===== src/rtl/pipeline_pkg.sv =====
// Shared pipeline definitions for the MEM stage slice.
// Contents:
//   M_BRANCH/M_READ/M_WRITE - bit positions inside the 3-bit M control field
//   WB_W                    - width of the writeback control field
//   mem_size_e              - load/store access size encodings
//   mem_state_e             - MEM stage transaction FSM states
package pipeline_pkg;

    localparam int M_BRANCH = 2;
    localparam int M_READ   = 1;
    localparam int M_WRITE  = 0;

    localparam int WB_W = 2;

    typedef enum logic [1:0] {
        SZ_BYTE = 2'b00,
        SZ_HALF = 2'b01,
        SZ_WORD = 2'b10,
        SZ_RSVD = 2'b11
    } mem_size_e;

    typedef enum logic {
        ST_IDLE = 1'b0,
        ST_WAIT = 1'b1
    } mem_state_e;

endpackage


===== src/rtl/mem_access_stage_if.sv =====
// Data-memory request/acknowledge port.
// Signals:
//   dmem_req   - request valid (held until dmem_ack)
//   dmem_we    - write enable
//   dmem_addr  - word-aligned address
//   dmem_be    - byte enables
//   dmem_wdata - lane-replicated store data
//   dmem_ack   - transaction complete, dmem_rdata valid with it
//   dmem_rdata - read word
// Modports: master (pipeline side), slave (memory side).
interface mem_access_stage_if #(
    parameter int ADDR_W = 32
);
    logic              dmem_req;
    logic              dmem_we;
    logic [ADDR_W-1:0] dmem_addr;
    logic [3:0]        dmem_be;
    logic [31:0]       dmem_wdata;
    logic              dmem_ack;
    logic [31:0]       dmem_rdata;

    modport master (
        output dmem_req, dmem_we, dmem_addr, dmem_be, dmem_wdata,
        input  dmem_ack, dmem_rdata
    );

    modport slave (
        input  dmem_req, dmem_we, dmem_addr, dmem_be, dmem_wdata,
        output dmem_ack, dmem_rdata
    );
endinterface


===== src/rtl/mem_access_stage_lane_align.sv =====
// mem_lane_align: combinational little-endian lane steering.
// Ports:
//   i_size     - access size (byte/half/word; reserved gives all zeros)
//   i_lane     - address bits [1:0]
//   i_wdata    - store data, low bits significant
//   i_rdata    - read word from memory
//   i_unsigned - zero-extend loads when 1, sign-extend otherwise
//   o_be       - byte enables for the access
//   o_wdata    - store data replicated across all lanes
//   o_load     - selected, extended load data
module mem_lane_align
    import pipeline_pkg::*;
(
    input  mem_size_e   i_size,
    input  logic [1:0]  i_lane,
    input  logic [31:0] i_wdata,
    input  logic [31:0] i_rdata,
    input  logic        i_unsigned,
    output logic [3:0]  o_be,
    output logic [31:0] o_wdata,
    output logic [31:0] o_load
);
    logic [7:0]  w_byte;
    logic [15:0] w_half;

    always_comb begin
        o_be    = '0;
        o_wdata = '0;
        o_load  = '0;
        w_byte  = i_rdata[{i_lane, 3'b000} +: 8];
        w_half  = i_lane[1] ? i_rdata[31:16] : i_rdata[15:0];
        case (i_size)
            SZ_BYTE: begin
                o_be    = 4'b0001 << i_lane;
                o_wdata = {4{i_wdata[7:0]}};
                o_load  = {{24{~i_unsigned & w_byte[7]}}, w_byte};
            end
            SZ_HALF: begin
                o_be    = i_lane[1] ? 4'b1100 : 4'b0011;
                o_wdata = {2{i_wdata[15:0]}};
                o_load  = {{16{~i_unsigned & w_half[15]}}, w_half};
            end
            SZ_WORD: begin
                o_be    = 4'b1111;
                o_wdata = i_wdata;
                o_load  = i_rdata;
            end
            default: begin
                o_be    = '0;
                o_wdata = '0;
                o_load  = '0;
            end
        endcase
    end
endmodule


===== src/rtl/mem_access_stage.sv =====
// mem_access_stage: MEM pipeline stage between EX/MEM and MEM/WB.
// Issues req/ack data-memory transactions, stalls upstream while memory is
// busy, aligns/extends load data and registers results into MEM/WB.
// Ports:
//   clk, rst_n             - clock, asynchronous active-low reset
//   WB, M, ALU_status,
//   ALU_result, write_data,
//   RegDst_address,
//   mem_size, mem_unsigned - EX/MEM register contents
//   dmem                   - data-memory port (master side)
//   stall                  - freeze upstream pipeline registers
//   mem_exception,exc_addr - one-cycle fault pulse and faulting address
//   out_*                  - MEM/WB register outputs
module mem_access_stage
    import pipeline_pkg::*;
#(
    parameter int TIMEOUT_CYCLES = 16,
    parameter int ADDR_W         = 32
) (
    input  logic            clk,
    input  logic            rst_n,
    input  logic [WB_W-1:0] WB,
    input  logic [2:0]      M,
    input  logic [7:0]      ALU_status,
    input  logic [31:0]     ALU_result,
    input  logic [31:0]     write_data,
    input  logic [4:0]      RegDst_address,
    input  logic [1:0]      mem_size,
    input  logic            mem_unsigned,
    mem_access_stage_if.master dmem,
    output logic            stall,
    output logic            mem_exception,
    output logic [31:0]     exc_addr,
    output logic [WB_W-1:0] out_WB,
    output logic [7:0]      out_ALU_status,
    output logic [31:0]     out_ALU_result,
    output logic [31:0]     out_read_data,
    output logic [4:0]      out_RegDst_address
);
    localparam int               CNT_W    = $clog2(TIMEOUT_CYCLES);
    localparam logic [CNT_W-1:0] CNT_LAST = CNT_W'(TIMEOUT_CYCLES - 1);

    mem_state_e       r_state, w_state_nx;
    logic [CNT_W-1:0] r_cnt;
    logic [31:0]      r_result, r_data;
    mem_size_e        r_size;
    logic             r_uns, r_re, r_we;
    logic [WB_W-1:0]  r_wb;
    logic [7:0]       r_status;
    logic [4:0]       r_rd;

    logic             w_in_wait, w_access, w_fault, w_issue, w_timeout, w_done, w_req;
    logic [31:0]      w_sel_result, w_sel_data;
    mem_size_e        w_sel_size;
    logic             w_sel_uns, w_sel_re, w_sel_we;
    logic [WB_W-1:0]  w_sel_wb;
    logic [7:0]       w_sel_status;
    logic [4:0]       w_sel_rd;
    logic [3:0]       w_be;
    logic [31:0]      w_wdata, w_load;
    logic             w_unused_branch;

    assign w_unused_branch = M[M_BRANCH];
    assign w_in_wait       = (r_state == ST_WAIT);
    assign w_access        = M[M_READ] | M[M_WRITE];

    // Faults only matter for a fresh access presented in IDLE.
    assign w_fault = w_access & ((M[M_READ] & M[M_WRITE])
                   | (mem_size == SZ_RSVD)
                   | ((mem_size == SZ_HALF) & ALU_result[0])
                   | ((mem_size == SZ_WORD) & (|ALU_result[1:0])));

    // In WAIT the bus is driven from the latched copy so upstream may change.
    assign w_sel_result = w_in_wait ? r_result : ALU_result;
    assign w_sel_data   = w_in_wait ? r_data   : write_data;
    assign w_sel_size   = w_in_wait ? r_size   : mem_size_e'(mem_size);
    assign w_sel_uns    = w_in_wait ? r_uns    : mem_unsigned;
    assign w_sel_re     = w_in_wait ? r_re     : M[M_READ];
    assign w_sel_we     = w_in_wait ? r_we     : M[M_WRITE];
    assign w_sel_wb     = w_in_wait ? r_wb     : WB;
    assign w_sel_status = w_in_wait ? r_status : ALU_status;
    assign w_sel_rd     = w_in_wait ? r_rd     : RegDst_address;

    assign w_issue   = ~w_in_wait & w_access & ~w_fault;
    // An ack in the last counted cycle still completes the access.
    assign w_timeout = w_in_wait & (r_cnt == CNT_LAST) & ~dmem.dmem_ack;
    // rst_n gating drops the request the moment reset asserts, even from IDLE
    // where the request is otherwise a direct function of the inputs.
    assign w_req     = rst_n & (w_issue | (w_in_wait & ~w_timeout));
    assign w_done    = w_req & dmem.dmem_ack;

    assign dmem.dmem_req   = w_req;
    assign dmem.dmem_we    = w_req & w_sel_we;
    assign dmem.dmem_addr  = {w_sel_result[ADDR_W-1:2], 2'b00};
    assign dmem.dmem_be    = w_be;
    assign dmem.dmem_wdata = w_wdata;
    assign stall           = w_req & ~dmem.dmem_ack;

    mem_lane_align u_align (
        .i_size     (w_sel_size),
        .i_lane     (w_sel_result[1:0]),
        .i_wdata    (w_sel_data),
        .i_rdata    (dmem.dmem_rdata),
        .i_unsigned (w_sel_uns),
        .o_be       (w_be),
        .o_wdata    (w_wdata),
        .o_load     (w_load)
    );

    always_comb begin
        w_state_nx = r_state;
        case (r_state)
            ST_IDLE: if (w_issue && !dmem.dmem_ack) w_state_nx = ST_WAIT;
            ST_WAIT: if (w_done || w_timeout)       w_state_nx = ST_IDLE;
            default: w_state_nx = ST_IDLE;
        endcase
    end

    always_ff @(posedge clk or negedge rst_n) begin
        if (!rst_n) r_state <= ST_IDLE;
        else        r_state <= w_state_nx;
    end

    always_ff @(posedge clk or negedge rst_n) begin
        if (!rst_n) begin
            r_cnt    <= '0;
            r_result <= '0;
            r_data   <= '0;
            r_size   <= SZ_BYTE;
            r_uns    <= 1'b0;
            r_re     <= 1'b0;
            r_we     <= 1'b0;
            r_wb     <= '0;
            r_status <= '0;
            r_rd     <= '0;
        end else if (!w_in_wait && w_issue && !dmem.dmem_ack) begin
            r_cnt    <= '0;
            r_result <= ALU_result;
            r_data   <= write_data;
            r_size   <= mem_size_e'(mem_size);
            r_uns    <= mem_unsigned;
            r_re     <= M[M_READ];
            r_we     <= M[M_WRITE];
            r_wb     <= WB;
            r_status <= ALU_status;
            r_rd     <= RegDst_address;
        end else if (w_in_wait) begin
            r_cnt <= r_cnt + 1'b1;
        end
    end

    always_ff @(posedge clk or negedge rst_n) begin
        if (!rst_n) begin
            mem_exception      <= 1'b0;
            exc_addr           <= '0;
            out_WB             <= '0;
            out_ALU_status     <= '0;
            out_ALU_result     <= '0;
            out_read_data      <= '0;
            out_RegDst_address <= '0;
        end else begin
            mem_exception <= 1'b0;
            if (w_done) begin
                out_WB             <= w_sel_wb;
                out_ALU_status     <= w_sel_status;
                out_ALU_result     <= w_sel_result;
                out_read_data      <= w_sel_re ? w_load : '0;
                out_RegDst_address <= w_sel_rd;
            end else if (stall) begin
                out_WB <= '0;
            end else if ((!w_in_wait && w_fault) || w_timeout) begin
                mem_exception <= 1'b1;
                exc_addr      <= w_sel_result;
                out_WB        <= '0;
            end else if (!w_in_wait && !w_access) begin
                out_WB             <= WB;
                out_ALU_status     <= ALU_status;
                out_ALU_result     <= ALU_result;
                out_read_data      <= '0;
                out_RegDst_address <= RegDst_address;
            end
        end
    end
endmodule


===== src/flat_wrapper.sv =====
// flat-port wrapper written by rule: the top's interface ports become plain ports
module mem_access_stage_flat import pipeline_pkg::*;
#(
    parameter int TIMEOUT_CYCLES = 16,
    parameter int ADDR_W         = 32
)
  (clk, rst_n, WB, M, ALU_status, ALU_result, write_data, RegDst_address, mem_size, mem_unsigned, stall, mem_exception, exc_addr, out_WB, out_ALU_status, out_ALU_result, out_read_data, out_RegDst_address, dmem_dmem_req, dmem_dmem_we, dmem_dmem_addr, dmem_dmem_be, dmem_dmem_wdata, dmem_dmem_ack, dmem_dmem_rdata);
  mem_access_stage_if #(.ADDR_W(ADDR_W)) dmem_i ();
  input  logic clk;
  input  logic rst_n;
  input  logic [WB_W-1:0] WB;
  input  logic [2:0] M;
  input  logic [7:0] ALU_status;
  input  logic [31:0] ALU_result;
  input  logic [31:0] write_data;
  input  logic [4:0] RegDst_address;
  input  logic [1:0] mem_size;
  input  logic mem_unsigned;
  output logic stall;
  output logic mem_exception;
  output logic [31:0] exc_addr;
  output logic [WB_W-1:0] out_WB;
  output logic [7:0] out_ALU_status;
  output logic [31:0] out_ALU_result;
  output logic [31:0] out_read_data;
  output logic [4:0] out_RegDst_address;
  output wire logic [$bits(dmem_i.dmem_req)-1:0] dmem_dmem_req;
  output wire logic [$bits(dmem_i.dmem_we)-1:0] dmem_dmem_we;
  output wire logic [$bits(dmem_i.dmem_addr)-1:0] dmem_dmem_addr;
  output wire logic [$bits(dmem_i.dmem_be)-1:0] dmem_dmem_be;
  output wire logic [$bits(dmem_i.dmem_wdata)-1:0] dmem_dmem_wdata;
  input wire logic [$bits(dmem_i.dmem_ack)-1:0] dmem_dmem_ack;
  input wire logic [$bits(dmem_i.dmem_rdata)-1:0] dmem_dmem_rdata;
  assign dmem_dmem_req = dmem_i.dmem_req;
  assign dmem_dmem_we = dmem_i.dmem_we;
  assign dmem_dmem_addr = dmem_i.dmem_addr;
  assign dmem_dmem_be = dmem_i.dmem_be;
  assign dmem_dmem_wdata = dmem_i.dmem_wdata;
  assign dmem_i.dmem_ack = dmem_dmem_ack;
  assign dmem_i.dmem_rdata = dmem_dmem_rdata;
  mem_access_stage #(.TIMEOUT_CYCLES(TIMEOUT_CYCLES), .ADDR_W(ADDR_W)) u_core (.clk(clk), .rst_n(rst_n), .WB(WB), .M(M), .ALU_status(ALU_status), .ALU_result(ALU_result), .write_data(write_data), .RegDst_address(RegDst_address), .mem_size(mem_size), .mem_unsigned(mem_unsigned), .dmem(dmem_i), .stall(stall), .mem_exception(mem_exception), .exc_addr(exc_addr), .out_WB(out_WB), .out_ALU_status(out_ALU_status), .out_ALU_result(out_ALU_result), .out_read_data(out_read_data), .out_RegDst_address(out_RegDst_address));
endmodule

===== config.mk =====
export PLATFORM = sky130hd
export DESIGN_NAME = mem_access_stage_flat
export DESIGN_NICKNAME = d
export VERILOG_FILES = /design/src/rtl/pipeline_pkg.sv /design/src/rtl/mem_access_stage_if.sv /design/src/rtl/mem_access_stage_lane_align.sv /design/src/rtl/mem_access_stage.sv /design/src/flat_wrapper.sv
export SDC_FILE = /design/constraint.sdc
export NUM_CORES = 1
export LEC_CHECK = 0
export CAP_MARGIN = 5
export CELL_PAD_IN_SITES_DETAIL_PLACEMENT = 0
export CELL_PAD_IN_SITES_GLOBAL_PLACEMENT = 1
export CORE_UTILIZATION = 38
export DETAILED_ROUTE_END_ITERATION = 10
export HOLD_SLACK_MARGIN = 0.12
export PLACE_DENSITY_LB_ADDON = 0.15
export SYNTH_ARGS = -nofsm -noshare
export SYNTH_HDL_FRONTEND = slang
export SYNTH_SLANG_ARGS = --single-unit
export TNS_END_PERCENT = 20

===== constraint.sdc =====
create_clock -name clk -period 4.6 [get_ports clk]
set_clock_uncertainty 0.1 [all_clocks]
set_input_delay 0.92 -clock clk [delete_from_list [all_inputs] [get_ports clk]]
set_output_delay 0.92 -clock clk [all_outputs]
set_load 0.01 [all_outputs]

Word-level counts from Yosys, hierarchy flattened:

Index checks and enable logic that the tools add are counted.

* word-level logic and storage cells: 116
* input bits: 120
* register bits after elaboration: 201

* reduce and logical (&&, ||, !) cells: 17
* add/subtract/negate cells: 1
* muxes and demuxes: 43
* eq/ne operators: 8
* bitwise gates (word level): 27
* shift-type cells: 2

Operators with widths (number)
* 32-bit 2-to-1 mux: 11
* 32-bit one-hot mux with 3 select lines: 2
* 8-bit 2-to-1 mux: 5
* 32-bit by 6-bit variable part select with 8-bit output: 1
* 5-bit 2-to-1 mux: 5
* 16-bit 2-to-1 mux: 1
* 1-bit bitwise AND: 15
* 2-bit 2-to-1 mux: 6
* 4-bit 2-to-1 mux: 3
* 4-bit one-hot mux with 3 select lines: 1
* 1-bit 2-to-1 mux: 8
* 1-bit inverter: 7
* 2-bit == test, second input constant: 3
* 3-bit AND reduction: 2
* 1-bit logical AND: 5
* 1-bit OR: 5
* 4-bit by 1-bit adder with 4-bit output, second input constant: 1
* 2-bit by 1-bit == test with 1-bit output, second input constant: 2
* 4-bit == test, second input constant: 1
* 2-bit by 1-bit != test with 1-bit output, second input constant: 2
* 2-bit nonzero test: 2
* 4-bit nonzero test: 1
* 1-bit by 2-bit << shifter with 4-bit output, first input constant: 1
* 1-bit zero test: 3
* 4 further kinds: 5

Logic depth before layout (Yosys ltp):

* word-level depth: 13
* depth in mapped cells: 10

Hierarchy:

A second synthesis with hierarchy kept.

* cells, all modules: 888
* area total of the unflattened synthesis: 10751.6 sq um

By module, submodules not included
* mem_access_stage: seq. area each 5029.8 sq um, instances 1, cells an instance 704, area each 9600.5 sq um
* mem_lane_align: seq. area each 0.0 sq um, instances 1, cells an instance 184, area each 1151.1 sq um

Worst setup path before layout:

OpenSTA, ideal clock, no wires.

* path kind: input to output
* start point: input mem_size[0]
* end point: output dmem_dmem_wdata[24]
* setup slack: 1.314 ns
* stages on the path: 5
* required time: 3.580 ns
* data arrival time: 2.266 ns
* path through: buf_2 mux2i_1 clkbuf_1 mux2_2 o22ai_1

* word-level cells in the longest chain between the ends: 3
* elaborated cells between the ends (all ways): 5
* those cells by class: 2 x eq/ne; 2 x mux; 1 x reduce/logical

Ends and longest elaborated chain
* start, declared: RTL line flat_wrapper.sv:17 `input logic [1:0] mem_size;`
* 2-bit 2-to-1 mux (*): RTL line mem_access_stage.sv:76 `assign w_sel_size = w_in_wait ? r_size : mem_size_e'(mem_size);`
* 2-bit == test, or another cell as far along: RTL line mem_access_stage_lane_align.sv:32 `case (i_size)`
* 32-bit one-hot mux with 3 select lines (*): RTL line mem_access_stage_lane_align.sv:32
* end, declared: RTL line flat_wrapper.sv:31 `output wire logic [$bits(dmem_i.dmem_wdata)-1:0] dmem_dmem_wdata;`

Every way passes the cells marked *; elsewhere a longest branch is shown, timed or not.

Worst setup path in the final report:

* start point: input mem_size[1]
* end point: output dmem_dmem_wdata[13]

Same word-level chain as after synthesis.

==> results.json <==
{
  "dieArea_um2": 26670,
  "period_needed_ns": 4.372,
  "synth.avg_cell_area_um2": 9.909,
  "via_per_inst": 5.212,
  "worstSetupEndpointType": "output port",
  "async_reset_ff_share_pct": 100.0,
  "synth_seq_cells": 201,
  "core_um2": 25330,
  "die_x_um": 163.3,
  "fin_tns_setup_ns": 0,
  "ir_worst_vdd_mv": 0.3234,
  "area_growth_pct": 41.12,
  "place_area_um2": 13190,
  "slew_viol_final": 0,
  "r2r_cells": 7,
  "max_stage_delay_ns": 0.67,
  "maxSlewHeadroom_pct": 28.66,
  "dr.pass1.iters": 5,
  "cp_max_fo": 8,
  "drv_cap": 0,
  "fmax_ghz": 0.2287,
  "cts.hold.buffers_added": 0,
  "clock_insertion_delay_worst_skew_ns": 0.52,
  "floorplan.initialDensity_pct": 39.05,
  "synthCells": 998,
  "rsz0062_at_grt": "no",
  "hold_path.class": "input pin to asynchronous set/reset pin",
  "slowest_stage": "a21oi_1",
  "whs_ns": 0.2106,
  "critPathKind": "input pin to output port",
  "worstSetupStartpointType": "input pin",
  "path_clk_slew_ns": 0.05,
  "p_leak_nw": 6.238,
  "grt_max_degree": 86,
  "cp_common_cell": "clkdlybuf4s50_1",
  "hold_viol_final": 0,
  "ff2ff_setup_slack_ns": 1.77,
  "r2r-start": "u_core.r_state$_DFF_PN0_",
  "via_count": 8475,
  "h-tree-depth": 1,
  "n_fill_cell": 2349,
  "dp_cells": 1581,
  "grt-ovfl-total": 0,
  "final_area_um2": 13960,
  "status": "completed",
  "grt_pass1_wl_um": 47180,
  "nets": 1399,
  "clock_path_buffers": 3,
  "finalCritPeriodShare_pct": 95.05,
  "power_density_nw_per_um2": 549.6,
  "die_y_um": 163.3,
  "path_cells": "clkdlybuf4s50_1 -> or3b_2 -> nand2_1 -> a21oi_1 -> o22ai_1 -> clkdlybuf4s50_1",
  "yosysTopAreaCell": "dfrtp_1",
  "drive_gt1_share_pct": 11.27,
  "fin_cells": 1626,
  "critPathBufInv": 2,
  "cts-resized-gates": 0,
  "synth_area_um2": 9889,
  "dp_hpwl_um": 20050,
  "yosysWarningCount": 0,
  "antenna_found_initial": 0,
  "power.total_mw": 7.670,
  "n_antenna_cell": 0,
  "synth_top_area_share_pct": 50.86,
  "ys_top_cells_by_area": "dfrtp_1, nand2_1, mux2i_1",
  "numCtsBuffers": 25,
  "ys_seq_area_share_pct": 50.86,
  "num_rows": 58,
  "drtAntennaViolNets": 0,
  "cp_top_family": "buffers and inverters",
  "clock-sinks": 201,
  "wl_um": 30070,
  "synth_common_cells": "nand2_1, dfrtp_1, mux2i_1, mux2_2, o21ai_0",
  "cts_tree": "built",
  "cts_setup_buffers": 0,
  "gp_congestion": 0.7990,
  "avgRoutedWirePerCell_um": 18.49,
  "worst_slew_pin_slew_ns": 1.070,
  "track_usage_pct": 22.45,
  "ios": 303,
  "final-setup-viol-count": 0,
  "cp.arrival_ns": 3.35,
  "yosysMostFrequentCell": "nand2_1",
  "synth_flop_cell": "dfrtp_1",
  "preCtsSetupSlack_ns": 0.3003,
  "drc_errors": 0,
  "reg2reg_to": "u_core.out_read_data[16]$_DFFE_PN0P_",
  "grt_pass1_vias": 8346,
  "first_iter_violations": 496,
  "root_buffer": "clkbuf_16",
  "setup_ws_ns": 0.2278,
  "port_buffers": 299,
  "synthDistinctLibCells": 59,
  "post-route-util_pct": 55.10,
  "cp_data_required_time_ns": 3.58,
  "path_depth": 6,
  "synth-edff-count": 0
}
## layout by cell type (no fill, tap or decap), types with 4 or more instances in the layout
cell and instances:
nand2_1 307, clkdlybuf4s50_1 298, dfrtp_1 200, mux2i_1 81
mux2_2 69, o21ai_0 60, a22oi_1 34, o21ai_1 26
clkbuf_16 25, o22ai_1 24, nor2_1 23, buf_4 19
a22o_1 16, clkbuf_1 10, nor2b_1 9, a21oi_1 8
a211oi_1 8, o221ai_1 7, clkbuf_8 7, inv_1 4
and2_1 4
## sequential cells by signal, indices dropped and copies added, names as in the netlist, 5 cells and up
signal	flops
u_core.out_read_data	32
u_core.out_ALU_status	8
u_core.r_status	8
u_core.r_result	32
u_core.exc_addr	32
u_core.r_data	32
u_core.out_ALU_result	32
u_core.r_rd	5
u_core.out_RegDst_address	5
## routing by layer
metal	GRT usage [%]	share of wire [%]	vias up
li1	-	-	4037
met5	0	0	-
met1	30.93	45	4166
met3	4.190	5.9	39
met4	5.947	2.1	0
met2	36.04	47	233
## final cells by class
cell class                 count  area, µm²  share of cell area [%]
sequential                   201       5034                   36.07
inverter                       5      18.77                  0.1345
tap                          330      412.9                   2.959
multi-input combinational    725       4542                   32.54
clock buffer                  41      745.7                   5.343
clock inverter                 4      23.77                  0.1703
timing repair buffer         320       3179                   22.78
## power by group
part | switching (mW) | leakage, nW | total, mW | internal (mW)
sequential | 0.358 | 2.52 | 2.75 | 2.39
clock | 0.751 | 0.379 | 1.85 | 1.10
combinational | 1.44 | 3.34 | 3.07 | 1.63
total | 2.54 | 6.24 | 7.67 | 5.13
## worst max path at each step
stage / start / endpoint / slack [ns]
floorplan: mem_size[0] / dmem_dmem_wdata[24] / 1.31
global placement: mem_size[1] / dmem_dmem_wdata[13] / 0.32
detailed placement: mem_size[1] / dmem_dmem_wdata[12] / 0.30
CTS: mem_size[1] / dmem_dmem_wdata[12] / 0.26
global route: mem_size[1] / dmem_dmem_wdata[12] / 0.10
finish: mem_size[1] / dmem_dmem_wdata[13] / 0.23
## logic make-up after synthesis
group | Yosys count | share of synthesized area, %
other | 1 | 0.03792
adders and majority gates | 1 | 0.1265
AOI/OAI and AO/OA | 206 | 14.08
xor gates and xnor gates | 4 | 0.3543
buffers and inverters | 73 | 3.631
DFF | 201 | 50.86
and+or+nand+nor | 360 | 14.56
muxes | 152 | 16.35
No activity file was read; power rests on OpenSTA's default activity.
